`src/rtl/mac_seq_pkg.sv`:
```
// rtl/mac_seq_pkg.sv - shared types and widths for the MAC dot-product sequencer
package mac_seq_pkg;

  localparam int ACT_W     = 16;
  localparam int ACC_W     = 24;
  localparam int DEF_LEN_W = 16;

  typedef enum logic [2:0] {
    IDLE = 3'd0,
    LOAD = 3'd1,
    RUN  = 3'd2,
    WAIT = 3'd3,
    DONE = 3'd4
  } state_t;

endpackage

```
`src/rtl/mac_dot_sequencer.sv`:
```
// rtl/mac_dot_sequencer.sv - dot-product job sequencer driving an external saturating MAC (option: MAC_ZERO_SKIP_EN)
module mac_dot_sequencer
  import mac_seq_pkg::*;
#(
  parameter int LEN_W = DEF_LEN_W
) (
  input  logic             clk,
  input  logic             rst_n,
  input  logic             start,
  input  logic [LEN_W-1:0] len,
  input  logic [ACC_W-1:0] bias,
  output logic             busy,
  input  logic             op_valid,
  output logic             op_ready,
  input  logic [ACT_W-1:0] op_a,
  input  logic [ACT_W-1:0] op_w,
  output logic [ACT_W-1:0] mac_a,
  output logic [ACT_W-1:0] mac_w,
  output logic [ACC_W-1:0] mac_t,
  input  logic [ACC_W-1:0] mac_y,
  output logic             res_valid,
  input  logic             res_ready,
  output logic [ACC_W-1:0] res_data
`ifdef MAC_ZERO_SKIP_EN
  ,
  output logic [LEN_W-1:0] skip_cnt
`endif
);

  state_t           state;
  logic [LEN_W-1:0] rem;
  logic [ACC_W-1:0] bias_q;
  logic             fire;

  assign fire      = op_valid && (state == RUN);
  assign busy      = (state != IDLE);
  assign op_ready  = (state == RUN);
  assign res_valid = (state == DONE);

  // Job FSM: latch job, seed MAC with bias, count pairs, capture the final sum
  always_ff @(posedge clk or negedge rst_n) begin
    if (!rst_n) begin
      state    <= IDLE;
      rem      <= '0;
      bias_q   <= '0;
      res_data <= '0;
    end else begin
      case (state)
        IDLE: begin
          if (start) begin
            rem    <= len;
            bias_q <= bias;
            state  <= LOAD;
          end
        end
        LOAD: state <= (rem != '0) ? RUN : WAIT;
        RUN: begin
          if (fire) begin
            rem <= rem - LEN_W'(1);
            if (rem == LEN_W'(1)) state <= WAIT;
          end
        end
        WAIT: begin
          // Last accumulate landed in the MAC output register on the previous edge
          res_data <= mac_y;
          state    <= DONE;
        end
        DONE: if (res_ready) state <= IDLE;
        default: state <= IDLE;
      endcase
    end
  end

`ifdef MAC_ZERO_SKIP_EN
  logic [ACT_W-1:0] held_w;
  logic             zero_op;

  assign zero_op = (op_a == '0) || (op_w == '0);

  // Operand isolation: remember the last live weight and count skipped products
  always_ff @(posedge clk or negedge rst_n) begin
    if (!rst_n) begin
      held_w   <= '0;
      skip_cnt <= '0;
    end else begin
      if (state == IDLE && start) skip_cnt <= '0;
      else if (fire && zero_op)   skip_cnt <= skip_cnt + LEN_W'(1);
      if (fire && !zero_op) held_w <= op_w;
    end
  end
`endif

  // MAC operand mux: recirculate Y as addend except when seeding with bias
  always_comb begin
    mac_a = '0;
    mac_w = '0;
    mac_t = mac_y;
    case (state)
      LOAD: mac_t = bias_q;
      RUN: begin
`ifdef MAC_ZERO_SKIP_EN
        mac_w = held_w;
        if (fire && !zero_op) begin
          mac_a = op_a;
          mac_w = op_w;
        end
`else
        if (fire) begin
          mac_a = op_a;
          mac_w = op_w;
        end
`endif
      end
      WAIT, DONE: begin
`ifdef MAC_ZERO_SKIP_EN
        mac_w = held_w;
`endif
      end
      default: ;
    endcase
  end

endmodule

```
`config.mk`:
```
export PLATFORM = sky130hd
export DESIGN_NAME = mac_dot_sequencer
export DESIGN_NICKNAME = d
export VERILOG_FILES = /design/src/rtl/mac_seq_pkg.sv /design/src/rtl/mac_dot_sequencer.sv
export SDC_FILE = /design/constraint.sdc
export NUM_CORES = 1
export LEC_CHECK = 0
export ABC_AREA = 1
export CAP_MARGIN = 40
export CORE_MARGIN = 2
export CORE_UTILIZATION = 40
export DETAILED_ROUTE_END_ITERATION = 8
export MAX_ROUTING_LAYER = met4
export PLACE_DENSITY = 0.83
export SLEW_MARGIN = 20
export SYNTH_ARGS = -nofsm -noshare
export SYNTH_HDL_FRONTEND = slang
export SYNTH_SLANG_ARGS = --single-unit
```
`constraint.sdc`:
```
create_clock -name clk -period 1.9 [get_ports clk]
set_clock_uncertainty 0.2 [all_clocks]
set_input_delay 0.38 -clock clk [delete_from_list [all_inputs] [get_ports clk]]
set_output_delay 0.38 -clock clk [all_outputs]
set_load 0.005 [all_outputs]
```
# Word-level counts from Yosys, hierarchy flattened
# Index checks and enable logic that the tools add are counted.
[totals] register_bits=67 latchBits=0 ramBits=0 romBits=0 output_inout_bits=83 memories=0
[classes] n_addsub=1 mul=0 div=0 order_cmp=0 eq_ne=9 n_shift=0 muxes=14 bitwise=0 reduce_logical=8
[op_table] op="2-to-1 mux 16 bit" count=6
[op_table] op="case mux 16 bit (2 select lines)" count=1
[op_table] op="2-to-1 mux 24 bit" count=1
[op_table] op="== test 16 x 1 -> 1 bit, second input constant" count=1
[op_table] op="nonzero test 16 bit" count=1
[op_table] op="subtractor 16 x 1 -> 16 bit, second input constant" count=1
[op_table] op="case mux 3 bit (5 select lines)" count=1
[op_table] op="2-to-1 mux 3 bit" count=4
[op_table] op="== test 3 x 2 -> 1 bit, second input constant" count=2
[op_table] op="!= test 2 x 1 -> 1 bit, second input constant" count=3
[op_table] op="AND reduction 4 bit" count=1
[op_table] op="== test 3 x 1 -> 1 bit, second input constant" count=1
[op_table] op="== test 3 bit, second input constant" count=1
[op_table] op="zero test 3 bit" count=1
[op_table] op="AND reduction 3 bit" count=1
[op_table] op="nonzero test 3 bit" count=1
[op_table] op="!= test 2 bit, second input constant" count=1
[op_table] op="AND reduction 2 bit" count=1
[op_table] op="nonzero test 2 bit" count=1
[op_table] op="logical AND 1 bit" count=1
[op_table] op="2-to-1 mux 1 bit" count=1

# Longest topological paths before layout
[depth] ltp_word=4 mapped_depth=9 ltp_nobuf=9

# Least setup slack after synthesis
# Ideal clock, no wire load.
[synth_path] path_type="register to output" startpoint="register state[2]" endpoint="output mac_a[0]" arrival_ns=1.178 required_ns=1.320 setup_slack_ns=0.142 path_stages_with_launch=8 cell_sequence="dfrtp_1 > inv_1 > nand3_2 > inv_2 > buf_6 > nand2_2 > buf_2 > nor2_1"
[synth_between] elab_chain_len=4
[synth_rtl] element="from (decl)" line_no="mac_dot_sequencer.sv:30" source="state_t state;"
[synth_rtl] element="from (signal assigned)" line_no="mac_dot_sequencer.sv:56" source="LOAD: state <= (rem != '0) ? RUN : WAIT;"
[synth_rtl] element="== test 3 x 2 -> 1 bit (*)" line_no="mac_dot_sequencer.sv:35, mac_dot_sequencer.sv:98"
[synth_rtl] element="logical AND 1 bit" line_no="mac_dot_sequencer.sv:35" source="assign fire = op_valid && (state == RUN);"
[synth_rtl] element="2-to-1 mux 16 bit" line_no="mac_dot_sequencer.sv:108" source="if (fire) begin"
[synth_rtl] element="2-to-1 mux 16 bit (*)" line_no="mac_dot_sequencer.sv:98" source="case (state)"
[synth_rtl] element="to (decl)" line_no="mac_dot_sequencer.sv:17" source="output logic [ACT_W-1:0] mac_a,"
# Every way passes the cells marked *; elsewhere a longest branch is shown, timed or not.

# Worst setup path after layout
[layout_path] startpoint="register state[0]" endpoint="output mac_t[22]"
[layout_between] elab_chain_len=2
[layout_rtl] element="== test 3 x 1 -> 1 bit" line_no="mac_dot_sequencer.sv:98"
[layout_rtl] element="2-to-1 mux 24 bit" line_no="mac_dot_sequencer.sv:98"
[layout_rtl] element="to (decl)" line_no="mac_dot_sequencer.sv:19" source="output logic [ACC_W-1:0] mac_t,"
# No other way between the ends.

==> impl_results.md <==
- Most frequent cell after synthesis: nand2_1
- Peak VDD IR: just under 1 mV
- Max-slew violation total from the final report: 0
- Startpoint type of the worst setup path: flip-flop
- Drt first-iter violations: about 280
- # fillers: between 500 and 600
- #FFs+latches synth: 67
- CTS tree: yes
- Worst skew pair latency: 0.35 ns
- Final WL: around 16000 um
- Setup TNS: -18.42 ns
- Die Y: ~100 um
- Setup-failing EPs final: 94
- CP Max Fanout: 5
- Clk root buf: clkbuf_8
- Hold crit path type: flip-flop to flip-flop
- ANT nets after route: 0
- Residual DRC: 0
- Top FF cell, synth: dfrtp_1
- Critical Path RT: about 1.3 ns
- Crit path DAT: 1.69 ns
- CP Class: flip-flop to primary output
- Fraction of registers with async set or reset after synthesis: 100.0%
- FMAX: between 400 and 500 MHz
- Post-synth EDFFs: 0
- Synth area leader: dfrtp_1
- Drt pass-1 iters: 5
- Worst setup margin: -0.3700 ns
- Synth Instances: 560
- Nets: 910
- Cell Area, Placed: ~6000 sq um
- Syn nets: 663
- Core Area: 9240 sq um
- Sequential fraction of the synthesis area: 43.96%
- Die W: 101.6 um
- Status: finished, violations left
- Post-DP HPWL: about 8500 um
- Initial Util: 41.27%
- Total die area: 10330 sq um
- Reg2reg path depth: 8
- Tcrit/Tclk final: 119.5%
- Yosys cell types: 25
- N_diodes: 0
- Design area: 7202 sq um
- Share of post-route cells with drive strength above 1: 33.13%
- Clk pin slew, worst setup/hold paths: ~0.08 ns
- Unrepaired setup endpoints after global routing: yes
- WHS: approximately 0.30 ns
- Worst-Margin Slew: roughly 0.53 ns
- Failing checks: setup timing
- Grt ovf: 0
- Site Rows: 35
- Antenna violations before repair: 0
- Worst Hold Path Cells: 2
- Fin. Hold Viols: 0
- Post-DR wirelength/cell: 17.36 um
- Largest net degree at the start of global routing: 50
- Share of the synthesized area in the top cell type: between 40% and 50%
- Leakage dissipation: roughly 3.6 nW
- Cell Area, Synth: 3814 sq um
- Deepest clock path buffer count: 2
- Layout area overhead: 88.85%
- Avg Inst Size Synth: ~6.8 sq um
- Total GRT Usage: 26.08%
- Slew headroom: between 60% and 70%
- Via count: 4882
- Maxcap violations: 0
- # port buffers: around 180
- Critical Path Sink Type: primary output
- Number of buffers created by CTS: 9
- Htree depth: 3
- Commonest cells in the netlist: nand2_1 (179), inv_1 (85), o21ai_0 (84), dfrtp_1 (67), nor2_1 (63)
- Final critical-path required period: about 2.3 ns
- Vias per cell: 5.188
- First-pass GRT wire length: between 20000 and 25000 um
- Ys Warns: 0
- Clock sink count: between 60 and 70
- Pwr dens: ~1600 nW/um^2
- Placer congestion estimate: roughly 0.9
- Top cells by area, synth: dfrtp_1 (44%), nand2_1 (18%), o21ai_0 (11%)
- Number of I/O pins: roughly 180
- Vias in the first global route: between 4k and 5k
[repair_timing]
action,CTS,global route
cloned,5,14
setup buffers,15,15
hold buffers,1,0
hold endpoints to repair,67,0
gates resized for setup,308,143
setup endpoints to repair,59,96
pin swaps,3,14
[cell families (layout without fill, tap and decap cells)]
kind of cell / count (synthesis) / after routing / share of synthesized area [%]
buffers and inverters: 112 / 364 / 12.14
and+or+nand+nor: 293 / 293 / 31.96
adders and majority gates: 2 / 2 / 0.6561
DFF: 67 / 67 / 43.96
AOI/OAI and AO/OA: 86 / 86 / 11.29
[registers in the layout, summed over array words and instances, names as in the netlist]
register and count:
bias_q 24, res_data 24, state 3, rem 16
[power breakdown]
part           internal, mW  total, mW  switching, mW
combinational          3.71       7.35           3.65
sequential             2.15       2.74          0.591
clock                 0.784       1.41          0.625
total                  6.64       11.5           4.86
[critical path: stages, from the launching register on]
cell and delay [ns]:
dfrtp_1 0.40, inv_2 0.11, nor3_4 0.06, buf_6 0.12, buf_12 0.12, buf_12 0.13
buf_8 0.13, o21ai_2 0.13, buf_2 0.13
[final timing paths]
path | start | slack, ns | endpoint
min reg2reg | res_data[19] | 0.30 | res_data[19]
max | state[0] | -0.37 | mac_t[22]
max in group asynchronous | rst_n | 0.65 | state[1]
min in group asynchronous | rst_n | 0.38 | bias_q[15]
min | res_data[19] | 0.30 | res_data[19]
max reg2reg | state[1] | -0.12 | bias_q[17]
[cell usage in the layout, fill, tap and decap left out, types with 11 or more instances in the layout]
master,netlist,layout
nand2_1,179,140
clkdlybuf4s50_1,0,123
inv_1,85,81
dfrtp_1,67,66
buf_2,7,58
o21ai_0,84,55
buf_4,5,31
nor2_4,1,29
nor2_1,63,29
nand2_2,2,28
nand3_1,26,23
o21ai_2,0,20
buf_6,2,18
nand2_4,0,12
o21ai_1,2,11
[through the flow]
stage                     power (mW)  util, %  worst slack, ns  instances
after global placement         7.224    64.75          -0.3759        880
after CTS                      9.498    69.19          -0.3654        916
after floorplan                5.008        -           0.1422        560
after detailed placement       7.418    64.75          -0.4474        880
final                          11.50    77.94          -0.3700        941
after global routing           12.12    77.94          -0.4320        941
[routing by layer]
metal	track usage (%)	routed length, um	up-vias
li1	-	-	2211
met2	44.08	8694	319
met4	9.563	565	0
met1	29.33	5615	2288
met5	-	0	-
met3	7.384	1460	64
[cell type report]
| cell class | count | area [sq um] | area share (%) |
|---|---|---|---|
| multi-input cells | 381 | 2196 | 30.49 |
| flip-flops and latches | 67 | 1678 | 23.30 |
| inverters | 88 | 340.3 | 4.725 |
| well taps | 129 | 161.4 | 2.241 |
| repair inverters | 1 | 5.005 | 0.06949 |
| clock buffers | 11 | 141.4 | 1.963 |
| repair buffers | 259 | 2595 | 36.03 |
| clock inverters | 5 | 85.08 | 1.181 |
Power figures use the tool's default switching activity.
